**config.mk**
```make
export PLATFORM = sky130hd
export DESIGN_NAME = div_seq
export DESIGN_NICKNAME = d
export VERILOG_FILES = /design/src/rtl/div_seq.sv
export SDC_FILE = /design/constraint.sdc
export NUM_CORES = 1
export LEC_CHECK = 0
export CAP_MARGIN = 20
export CORE_MARGIN = 2
export CORE_UTILIZATION = 40
export CTS_CLUSTER_DIAMETER = 120
export DETAILED_ROUTE_END_ITERATION = 10
export GPL_TIMING_DRIVEN = 0
export PLACE_DENSITY = 0.62
export SETUP_SLACK_MARGIN = 0.15
export SLEW_MARGIN = 20
export SYNTH_ARGS = -nofsm -noshare
export SYNTH_HDL_FRONTEND = slang
export SYNTH_SLANG_ARGS = --single-unit
```
**constraint.sdc**
```tcl
create_clock -name clk -period 3.21 [get_ports clk]
set_input_delay 0.4815 -clock clk [delete_from_list [all_inputs] [get_ports clk]]
set_output_delay 0.4815 -clock clk [all_outputs]
set_load 0.01 [all_outputs]
```
**src/rtl/div_seq.sv**
```systemverilog
// Sequential restoring divider: N-step shift-subtract with fast paths for divide-by-zero and signed overflow.
// Signed (two's-complement) operation is built only when the DIV_SIGNED_EN macro is defined.
module div_seq #(
  parameter int N = 8
) (
  input  logic         clk,
  input  logic         rst_n,
  input  logic         start,
  input  logic [N-1:0] x,
  input  logic [N-1:0] y,
  input  logic         sgn,
  output logic         busy,
  output logic         done,
  output logic [N-1:0] q,
  output logic [N-1:0] r,
  output logic         dz,
  output logic         o,
  output logic         z
);

  localparam int CW = (N > 2) ? $clog2(N) : 1;
  localparam logic [CW-1:0] CNT_ONE  = CW'(1);
  localparam logic [CW-1:0] CNT_LAST = CW'(N - 1);

  typedef enum logic [1:0] {
    IDLE = 2'd0,
    CALC = 2'd1,
    DONE = 2'd2
  } state_t;

  state_t        state_r, state_s;
  logic [CW-1:0] cnt_r;
  logic [N-1:0]  rem_r, quo_r, div_r;
  logic [N-1:0]  q_r, r_r;
  logic          busy_r, done_r, dz_r, z_r;

  logic [N-1:0]  x_mag_s, y_mag_s;
  logic          ovf_s, dz_in_s, last_s, ge_s;
  logic [N:0]    rem_sh_s;
  logic [N-1:0]  rem_nx_s, quo_nx_s, fq_s, fr_s;

  assign dz_in_s = (y == {N{1'b0}});
  assign last_s  = (cnt_r == CNT_LAST);

  // One restoring step: remainder never exceeds the divisor, so N+1 bits hold the shifted value.
  assign rem_sh_s = {rem_r, quo_r[N-1]};
  assign ge_s     = (rem_sh_s >= {1'b0, div_r});
  assign rem_nx_s = ge_s ? N'(rem_sh_s - {1'b0, div_r}) : rem_sh_s[N-1:0];
  assign quo_nx_s = {quo_r[N-2:0], ge_s};

`ifdef DIV_SIGNED_EN
  logic x_neg_s, y_neg_s;
  logic neg_q_r, neg_r_r, o_r;

  function automatic logic [N-1:0] neg_f(input logic [N-1:0] v);
    return ~v + {{(N-1){1'b0}}, 1'b1};
  endfunction

  assign x_neg_s = sgn & x[N-1];
  assign y_neg_s = sgn & y[N-1];
  assign x_mag_s = x_neg_s ? neg_f(x) : x;
  assign y_mag_s = y_neg_s ? neg_f(y) : y;
  assign ovf_s   = sgn & (x == {1'b1, {(N-1){1'b0}}}) & (y == {N{1'b1}});
  assign fq_s    = neg_q_r ? neg_f(quo_nx_s) : quo_nx_s;
  assign fr_s    = neg_r_r ? neg_f(rem_nx_s) : rem_nx_s;
  assign o       = o_r;

  // Result sign flags captured at accept, and the overflow flag updated only on entry to DONE.
  always_ff @(posedge clk or negedge rst_n) begin
    if (!rst_n) begin
      neg_q_r <= 1'b0;
      neg_r_r <= 1'b0;
      o_r     <= 1'b0;
    end else if (state_r == IDLE && start) begin
      neg_q_r <= x_neg_s ^ y_neg_s;
      neg_r_r <= x_neg_s;
      if (dz_in_s || ovf_s) begin
        o_r <= ovf_s & ~dz_in_s;
      end else begin
        o_r <= o_r;
      end
    end else if (state_r == CALC && last_s) begin
      o_r <= 1'b0;
    end else begin
      o_r <= o_r;
    end
  end
`else
  logic unused_sgn_s;

  assign unused_sgn_s = sgn;
  assign x_mag_s      = x;
  assign y_mag_s      = y;
  assign ovf_s        = 1'b0;
  assign fq_s         = quo_nx_s;
  assign fr_s         = rem_nx_s;
  assign o            = 1'b0;
`endif

  // State register.
  always_ff @(posedge clk or negedge rst_n) begin
    if (!rst_n) begin
      state_r <= IDLE;
    end else begin
      state_r <= state_s;
    end
  end

  // Next-state logic; start outside IDLE is ignored.
  always_comb begin
    state_s = state_r;
    case (state_r)
      IDLE: begin
        if (start) begin
          state_s = (dz_in_s || ovf_s) ? DONE : CALC;
        end else begin
          state_s = IDLE;
        end
      end
      CALC: begin
        if (last_s) begin
          state_s = DONE;
        end else begin
          state_s = CALC;
        end
      end
      DONE:    state_s = IDLE;
      default: state_s = IDLE;
    endcase
  end

  // Datapath and result registers; results change only on entry to DONE.
  always_ff @(posedge clk or negedge rst_n) begin
    if (!rst_n) begin
      cnt_r  <= {CW{1'b0}};
      rem_r  <= {N{1'b0}};
      quo_r  <= {N{1'b0}};
      div_r  <= {N{1'b0}};
      q_r    <= {N{1'b0}};
      r_r    <= {N{1'b0}};
      dz_r   <= 1'b0;
      z_r    <= 1'b0;
      busy_r <= 1'b0;
      done_r <= 1'b0;
    end else begin
      busy_r <= (state_s == CALC);
      done_r <= (state_s == DONE);
      case (state_r)
        IDLE: begin
          if (start) begin
            cnt_r <= {CW{1'b0}};
            if (dz_in_s) begin
              q_r  <= {N{1'b1}};
              r_r  <= x;
              dz_r <= 1'b1;
              z_r  <= 1'b0;
            end else if (ovf_s) begin
              q_r  <= x;
              r_r  <= {N{1'b0}};
              dz_r <= 1'b0;
              z_r  <= 1'b0;
            end else begin
              rem_r <= {N{1'b0}};
              quo_r <= x_mag_s;
              div_r <= y_mag_s;
            end
          end
        end
        CALC: begin
          rem_r <= rem_nx_s;
          quo_r <= quo_nx_s;
          cnt_r <= cnt_r + CNT_ONE;
          if (last_s) begin
            q_r  <= fq_s;
            r_r  <= fr_s;
            dz_r <= 1'b0;
            z_r  <= (fq_s == {N{1'b0}});
          end
        end
        DONE: begin
          cnt_r <= {CW{1'b0}};
        end
        default: begin
          cnt_r <= {CW{1'b0}};
        end
      endcase
    end
  end

  assign busy = busy_r;
  assign done = done_r;
  assign q    = q_r;
  assign r    = r_r;
  assign dz   = dz_r;
  assign z    = z_r;

endmodule

```
# After elaboration in Yosys (flattened, before gate mapping)
# Index checks and enable logic that the tools add are counted.
# totals
reg_bits,49
# classes
n_addsub,2
magnitude_cmp,1
n_eq_ne,8
n_mux,29
bitwise_logic,1
n_reduce_logical,7
# ops
cell,n
2-to-1 mux 8 bit,11
case mux 8 bit (2 select lines),4
zero test 8 bit,2
>= comparator 9 x 8 -> 1 bit,1
inequality test 2 bit (second input constant),4
subtractor 8 bit,1
2-to-1 mux 1 bit,6
2-to-1 mux 2 bit,3
case mux 3 bit (2 select lines),1
AND reduction 3 bit,2
equality test 2 x 1 -> 1 bit (second input constant),2
case mux 1 bit (2 select lines),2
case mux 2 bit (2 select lines),1
AND reduction 4 bit,1
adder 3 x 1 -> 3 bit (second input constant),1
equality test 3 bit (second input constant),1
2-to-1 mux 3 bit,1
equality test 2 bit (second input constant),1
zero test 2 bit,1
nonzero test 2 bit,1
NOT 1 bit,1

# Depth between registers and ports, before layout
# Gate-level depths: netlist (run 1).
# depth
depth_word,5
depth_mapped,9
ltp_nobuf,9

# Worst setup path after synthesis (run 1)
# OpenSTA, ideal clock, no wires.
# synth_timing
kind,register -> register
startpoint,register rem_r[2]
endpoint,"register r_r[3], in the netlist r[3]"
setup_time_ns,0.131
t_arrival_ns,1.996
required_time_ns,3.079
setup_slack_ns,1.082
stages_incl_launch_ff,9
period_less_slack_ns,2.128
path_cell_list,dfrtp_1 -> ha_1 -> a21o_1 -> a21oi_2 -> a31oi_1 -> a211oi_4 -> buf_6 -> mux2i_1 -> a21oi_1
# synth_between
elab_chain_cells,4
elab_cells_between_ends,5
cone_classes,1 x add/sub; 1 x order compare; 3 x mux
# synth_lines
element,line,rtl
"start, declared",33,"logic [N-1:0] rem_r, quo_r, div_r;"
"start signal, assigned",136,rem_r <= {N{1'b0}};
"start signal, assigned",163,rem_r <= {N{1'b0}};
"start signal, assigned",170,rem_r <= rem_nx_s;
subtractor 8 bit or >= comparator 9 x 8 -> 1 bit (tied branches),"48, 47",
2-to-1 mux 8 bit *,48,"assign rem_nx_s = ge_s ? N'(rem_sh_s - {1'b0, div_r}) : rem_sh_s[N-1:0];"
2-to-1 mux 8 bit *,173,if (last_s) begin
case mux 8 bit (2 select lines) *,148,case (state_r)
"end signal, assigned",140,r_r <= {N{1'b0}};
"end signal, assigned",159,r_r <= {N{1'b0}};
"end signal, assigned",175,r_r <= fr_s;
"end, declared",34,"logic [N-1:0] q_r, r_r;"
# Mark *: on every way between the ends. The rest lies on a longest branch, timed or not. The select of a mux whose other input is x is not followed.
# A chain may end at the register's enable or synchronous reset.

# Worst setup path after layout (run 1)
# layout_timing
startpoint,register rem_r[2]
endpoint,"register r_r[4], in the netlist r[4]"
# Same word-level chain as after synthesis.

==> out/qor.txt, run 1 <==
sequential share of the synthesized area -> 49.20%
Cell Pwr Density -> 1133 mW/mm^2
# rows -> 28
Slew Viols, Final -> 0
critical path class -> reg2reg
CTS resizes -> 0
# fillers -> 562
Max IR drop VDD -> 0.5040 mV
final setup TNS -> 0 ps
Pleak -> 1.345 nW
Synth Cell Area -> 0.002492 sq mm
worst reg2reg startpoint -> rem_r[2]$_DFFE_PN0P_
layout cell share with drive strength beyond 1 -> 8.333%
Yosys top cell area share -> 49.20%
Synth area leader -> dfrtp_1
initial antenna violation count -> 0
Via density -> 5.384
antenna diode count -> 0
Synthesized Nets -> 284
vias -> 2,019
first-pass GRT wire length -> 9.998 mm
CTS Hold Buffers Added -> 0
average size of a mapped cell -> 9.851 sq um
prevailing post-synth register cell -> dfrtp_1
crit end category -> register
Unique masters post-synth -> 52
Worst Path Max Fanout -> 10
H-tree levels -> 2
startpoint type of the worst setup path -> register
post-DR wirelength/cell -> 15.78 um
Die Ht -> 82.94 um
Reg clk slew, reported paths -> 100 ps
Mapped Cells -> 253
synth top area cells -> dfrtp_1, nand2_1, ha_1
Die ar. -> 0.006878 sq mm
largest net degree at the start of global routing -> 33
deepest clock path buffer count -> 2
R2R depth -> 8
Pre-Repair DR Iteration Count -> 4
data arrival time of the worst path -> 2590 ps
Post-CTS Setup Inserts -> 0
total gr overflow -> 0
RR Endpoint -> r[4]$_DFFE_PN0P_
Max Cap Violations -> 0
CTS buffer count -> 5
NetSw -> 1.446 mW
Top Ports -> 41
GP Congestion -> 0.8491
chip width -> 82.94 um
Routed Antenna Nets -> 0
Tmin final -> 2414 ps
clock sink count -> 49
Setup Skew -> 13.48 ps
vias in the first global route -> 1,977
Starting Density -> 41.85%
Layout Utilization -> 52.08%
worst min path class -> in2async
Ys Warns -> 0
Final period util -> 75.20%
core area -> 0.005956 sq mm
slew margin rel. -> 61.78%
Root Buffer -> clkbuf_8
sequential power share -> 31.3%
sw frac -> 41.14%
Clk pwr share -> 13.5%
RSZ-0062 raised after global routing -> false
Seq cells post-synth -> 49
fin nets -> 330
CTS tree -> built
flop2flop setup slack -> 800 ps
Worst Path Required -> 3390 ps
f_max -> 0.4143 GHz
ys async rst share -> 100.0%
Worst Tran Pin Value -> 573.3 ps
P_int -> 2.069 mW
outcome -> completed
post-route DRC violation count -> 0
final setup vio count -> 0
Detailed Place HPWL -> 4.522 mm
Comb power frac -> 55.2%
quantity of I/O buffers inserted on ports -> 38
final hold viol count -> 0
area grow syn2layout -> 24.45%
GRT Total Usage -> 18.16%
final wirelength -> 5.917 mm
Post-synth EDFFs -> 0
DR iter-0 viols -> 103
Clk Latency, worst-skew pair -> 310 ps
-- critical path, cell delays in order, from the launching register on --
cell and delay [ps]:
dfrtp_1 420, ha_1 360, a21o_1 210, a21oi_2 150, a31oi_1 140, a211oi_4 410, buf_6 220, mux2i_1 280
a21oi_1 100
-- routing by layer --
layer  up-vias  share of wire, %  track usage, %  wire length (um)
met5         -                 0               0                 0
met4         0              0.93           4.173                55
met3         5               3.7           3.678               218
met2        40                48           30.50              2820
met1       992                48           24.23              2823
li1        982                 -               -                 -
-- cell usage after synthesis, drive strengths merged, types with 3 or more instances --
library cell  count
a21o              3
a21oi             9
a31oi            10
and2              3
buf               7
clkbuf            8
dfrtp            49
ha               10
inv              13
mux2              3
mux2i             4
nand2            36
nand3             3
nor2             21
nor2b             3
nor3              4
o21ai            16
o22a              7
o22ai             7
or4               3
-- through the flow --
step | area (sq um) | cells | worst slack, ps | power (mW) | hold WS [ps]
2_1_floorplan | 2492 | 253 | 1082 | 2.429 | 185.9
3_3_place_gp | 2967 | 366 | 216.6 | 3.013 | 468.4
3_5_place_dp | 2982 | 367 | 582.3 | 3.057 | 453.4
4_1_cts | 3102 | 375 | 776.5 | 3.536 | 115.2
5_1_grt | 3102 | 375 | 639.5 | 3.810 | 123.3
6_report | 3102 | 375 | 796.2 | 3.515 | 102.8
-- state kept, by name, indices dropped and copies added (netlist names) --
register,flops
done,1
z,1
state_r,2
rem_r,8
div_r,8
quo_r,8
r,8
cnt_r,3
busy,1
q,8
dz,1
-- worst max path at each step --
stage | startpoint | endpoint | slack (ps) | cells after the start
detailed placement | y[1] | quo_r[0]$_DFFE_PN0P_ | 580 | 8
floorplan | rem_r[2]$_DFFE_PN0P_ | r[3]$_DFFE_PN0P_ | 1080 | 8
CTS | rem_r[2]$_DFFE_PN0P_ | r[4]$_DFFE_PN0P_ | 780 | 8
global placement | rst_n | rem_r[1]$_DFFE_PN0P_ | 220 | 1
global route | rem_r[2]$_DFFE_PN0P_ | r[3]$_DFFE_PN0P_ | 640 | 8
finish | rem_r[2]$_DFFE_PN0P_ | r[4]$_DFFE_PN0P_ | 800 | 8
-- cell families (layout without fill, tap and decap cells) --
kind of cell,Yosys count,in the layout,synth area share (%)
AO/OA/AOI/OAI,70,70,19.48
adder cells (fa/ha/maj),11,11,5.823
other,1,1,0.1505
XOR/XNOR,4,4,1.406
flip-flops,49,49,49.20
AND/OR/NAND/NOR,83,83,15.51
buffers and inverters,28,75,5.471
multiplexers,7,7,2.962
-- cell type report --
type / count / area [sq um] / share of cell area [%]
Sequential cell: 49 / 1226 / 39.53
Multi-Input combinational cell: 176 / 1130 / 36.43
Timing Repair Buffer: 39 / 395.4 / 12.75
Tap cell: 75 / 93.84 / 3.025
Buffer: 15 / 87.58 / 2.824
Clock buffer: 6 / 82.58 / 2.662
Inverter: 13 / 48.80 / 1.573
Clock inverter: 2 / 37.54 / 1.210
-- cell usage in the layout, fill, tap and decap left out, types with 2 or more instances in the layout --
master	instances
dfrtp_1	49
clkdlybuf4s50_1	37
nand2_1	36
nor2_1	21
inv_1	12
a31oi_1	10
o21ai_0	10
ha_1	10
clkbuf_1	8
a21oi_1	8
o22ai_1	7
o22a_1	7
o21ai_1	6
clkbuf_8	6
mux2i_1	4
nor3_1	4
buf_6	3
nand3_1	3
nor2b_1	3
and2_1	3
a21o_1	3
or4_1	3
nor4_1	2
buf_2	2
buf_4	2
o21bai_1	2
and3_1	2
xor2_1	2
or2_2	2
o21a_1	2
xnor2_1	2
mux2_2	2
a22oi_1	2
a32oi_1	2
-- power by group through the flow --
stage	Combinational (mW)	Clock (mW)	Sequential, mW
after floorplan	1.31	0	1.12
after global routing	2.16	0.507	1.15
after detailed placement	1.94	0	1.12
after CTS	1.95	0.481	1.10
after global placement	1.90	0	1.11
final	1.94	0.473	1.10
Note: power is estimated with default switching activity, not from simulation.
==> run 2: changes to the inputs <==
PLACE_DENSITY = 0.64   (was 0.62)
clock period = 2 ns   (was 3.21 ns; I/O delays follow)
==> out/qor.txt, run 2 (synthesis gave the netlist of run 1 again) <==
RR Endpoint -> r[1]$_DFFE_PN0P_ (was r[4]$_DFFE_PN0P_)
most common cell after layout, fill and taps aside -> dfrtp_1 (unchanged)
GRT Total Usage -> 18.14% (was 18.16%)
core area -> 0.005956 sq mm (unchanged)
fin nets -> 345 (was 330)
grt met2 use -> 30.43% (was 30.50%)
commonest non-fill, non-tap cells in the layout -> dfrtp_1, nand2_1, clkdlybuf4s50_1 (was dfrtp_1, clkdlybuf4s50_1, nand2_1)
failing checks -> negative setup slack
Critical Path Sink -> r[1]$_DFFE_PN0P_ (was r[4]$_DFFE_PN0P_)
final setup vio count -> 18 (was 0)
total gr overflow -> 0 (unchanged)
chip width -> 82.94 um (unchanged)
critical path class -> reg2reg (unchanged)
f_max -> 0.4604 GHz (was 0.4143 GHz)
startpoint type of the worst setup path -> register (unchanged)
post-DR wirelength/cell -> 15.56 um (was 15.78 um)
GP Congestion -> 0.8039 (was 0.8491)
initial antenna violation count -> 0 (unchanged)
Hold Startpoint -> y[6]
final setup TNS -> -2332 ps (was 0 ps)
Placement Setup Slack -> -353.8 ps (was 582.3 ps)
final hold viol count -> 0 (unchanged)
Top Ports -> 41 (unchanged)
final wirelength -> 6.069 mm (was 5.917 mm)
Slew Viols, Final -> 0 (unchanged)
Tmin final -> 2172 ps (was 2414 ps)
Cell Pwr Density -> 1938 mW/mm^2 (was 1133 mW/mm^2)
R2R depth -> 6 (was 8)
Finished Layout Cells -> 390 (was 375)
Worst Tran Pin Value -> 528.8 ps (was 573.3 ps)
P_int -> 3.994 mW (was 2.069 mW)
flop2flop setup slack -> -170 ps (was 800 ps)
Final WS setup -> -172.0 ps (was 796.2 ps)
Final period util -> 108.6% (was 75.20%)
Die Ht -> 82.94 um (unchanged)
first-pass GRT wire length -> 10.02 mm (was 9.998 mm)
Routed Antenna Nets -> 0 (unchanged)
Starting Density -> 41.85% (unchanged)
met1 Use GR -> 23.75% (was 24.23%)
total power -> 6.665 mW (was 3.515 mW)
post-route DRC violation count -> 0 (unchanged)
crit path from -> rem_r[5]$_DFFE_PN0P_ (was rem_r[2]$_DFFE_PN0P_)
# rows -> 28 (unchanged)
Worst Path Max Fanout -> 5 (was 10)
deepest clock path buffer count -> 2 (unchanged)
slew margin rel. -> 64.75% (was 61.78%)
H-tree levels -> 2 (unchanged)
Pre-Repair DR Iteration Count -> 4 (unchanged)
antenna diode count -> 0 (unchanged)
area grow syn2layout -> 38.00% (was 24.45%)
Max Cap Violations -> 0 (unchanged)
placed insts -> 367 (unchanged)
Clk pwr share -> 10.8% (was 13.5%)
largest net degree at the start of global routing -> 31 (was 33)
worst reg2reg startpoint -> rem_r[5]$_DFFE_PN0P_ (was rem_r[2]$_DFFE_PN0P_)
Die ar. -> 0.006878 sq mm (unchanged)
area occupied by multi-input gates -> 0.001344 sq mm (was 0.001130 sq mm)
CTS tree -> built (unchanged)
Detailed Place HPWL -> 4.348 mm (was 4.522 mm)
RSZ-0062 raised after global routing -> true (was false)
vias in the first global route -> 2,031 (was 1,977)
Setup Skew -> 6.578 ps (was 13.48 ps)
CTS buffer count -> 5 (unchanged)
busiest grt layer -> met2 (unchanged)
Hold Slack -> 422.2 ps (was 102.8 ps)
# fillers -> 538 (was 562)
sequential power share -> 26.8% (was 31.3%)
Reg clk slew, reported paths -> 90 ps (was 100 ps)
Max IR drop VDD -> 0.9540 mV (was 0.5040 mV)
layout cell share with drive strength beyond 1 -> 22.86% (was 8.333%)
Pleak -> 1.472 nW (was 1.345 nW)
outcome -> complete, but fails checks (was completed)
Sequential Area -> 0.001227 sq mm (was 0.001226 sq mm)
Root Buffer -> clkbuf_8 (unchanged)
data arrival time of the worst path -> 2410 ps (was 2590 ps)
quantity of I/O buffers inserted on ports -> 38 (unchanged)
worst min path class -> in2reg (was in2async)
sw frac -> 40.08% (was 41.14%)
crit end category -> register (unchanged)
clock sink count -> 49 (unchanged)
vias -> 2,064 (was 2,019)
Comb power frac -> 62.3% (was 55.2%)
DR iter-0 viols -> 104 (was 103)
Worst Path Required -> 2240 ps (was 3390 ps)
GR Layer Usage met3 -> 2.783% (was 3.678%)
Clk Latency, worst-skew pair -> 300 ps (was 310 ps)
NetSw -> 2.671 mW (was 1.446 mW)
Via density -> 5.292 (was 5.384)
## run 2: cell types whose count changed in the layout (fill, tap and decap cells not counted), sizes merged
cell           delta
clkdlybuf4s50     -4
dlygate4sd3       +1
dlygate4sd2       +4
clkinvlp          -1
buf              +15
## run 2: critical path: stages (launching register included)
cell	delay (ps)
dfrtp_1	430
ha_1	400
a21o_1	240
a211oi_4	430
buf_6	180
mux2_4	310
a21oi_2	110
## run 2: worst min-delay path by stage
stage                           endpoint  slack (ps)  cells past startpoint
finish              div_r[6]$_DFFE_PN0P_         420                      3
global route        div_r[6]$_DFFE_PN0P_         430                      3
CTS                 div_r[6]$_DFFE_PN0P_         380                      3
detailed placement        done$_DFF_PN0_         290                      1
global placement          dz$_DFFE_PN0P_         460                      2
floorplan                 busy$_DFF_PN0_           4                      0
## run 2: stage by stage
stage / instance area (sq um) / util, %
after floorplan: 2545 / -
after global placement: 3019 / 50.69
after detailed placement: 3034 / 50.95
after CTS: 3336 / 56.01
after global routing: 3440 / 57.75
final: 3440 / 57.75
## run 2: power groups by stage
stage | registers, mW | clock network, mW | logic (mW)
floorplan | 1.81 | 0 | 2.24
global placement | 1.78 | 0 | 3.20
detailed placement | 1.79 | 0 | 3.27
CTS | 1.78 | 0.741 | 3.84
global route | 1.84 | 0.795 | 4.52
finish | 1.79 | 0.722 | 4.16
## run 2: timing repair
item,in CTS,in global routing
pin swaps,11,13
buffers inserted,10,4
hold endpoints to repair,19,0
hold buffers,1,0
endpoints found under the setup margin,29,31
gates resized for setup,28,17
## run 2: routing by layer
metal	vias to the layer above	wire length (um)
met5	-	0
met4	0	65
met3	4	166
met2	31	3066
met1	1012	2770
li1	1017	-
## run 2: area by class of cell
| class | instances | area share (%) |
|---|---|---|
| inverters | 13 | 1.419 |
| flip-flops and latches | 49 | 35.69 |
| well taps | 75 | 2.728 |
| clock inverters | 1 | 0.8730 |
| plain buffers | 15 | 2.801 |
| multi-input cells | 176 | 39.07 |
| clock buffers | 7 | 2.510 |
| repair buffers | 54 | 14.91 |
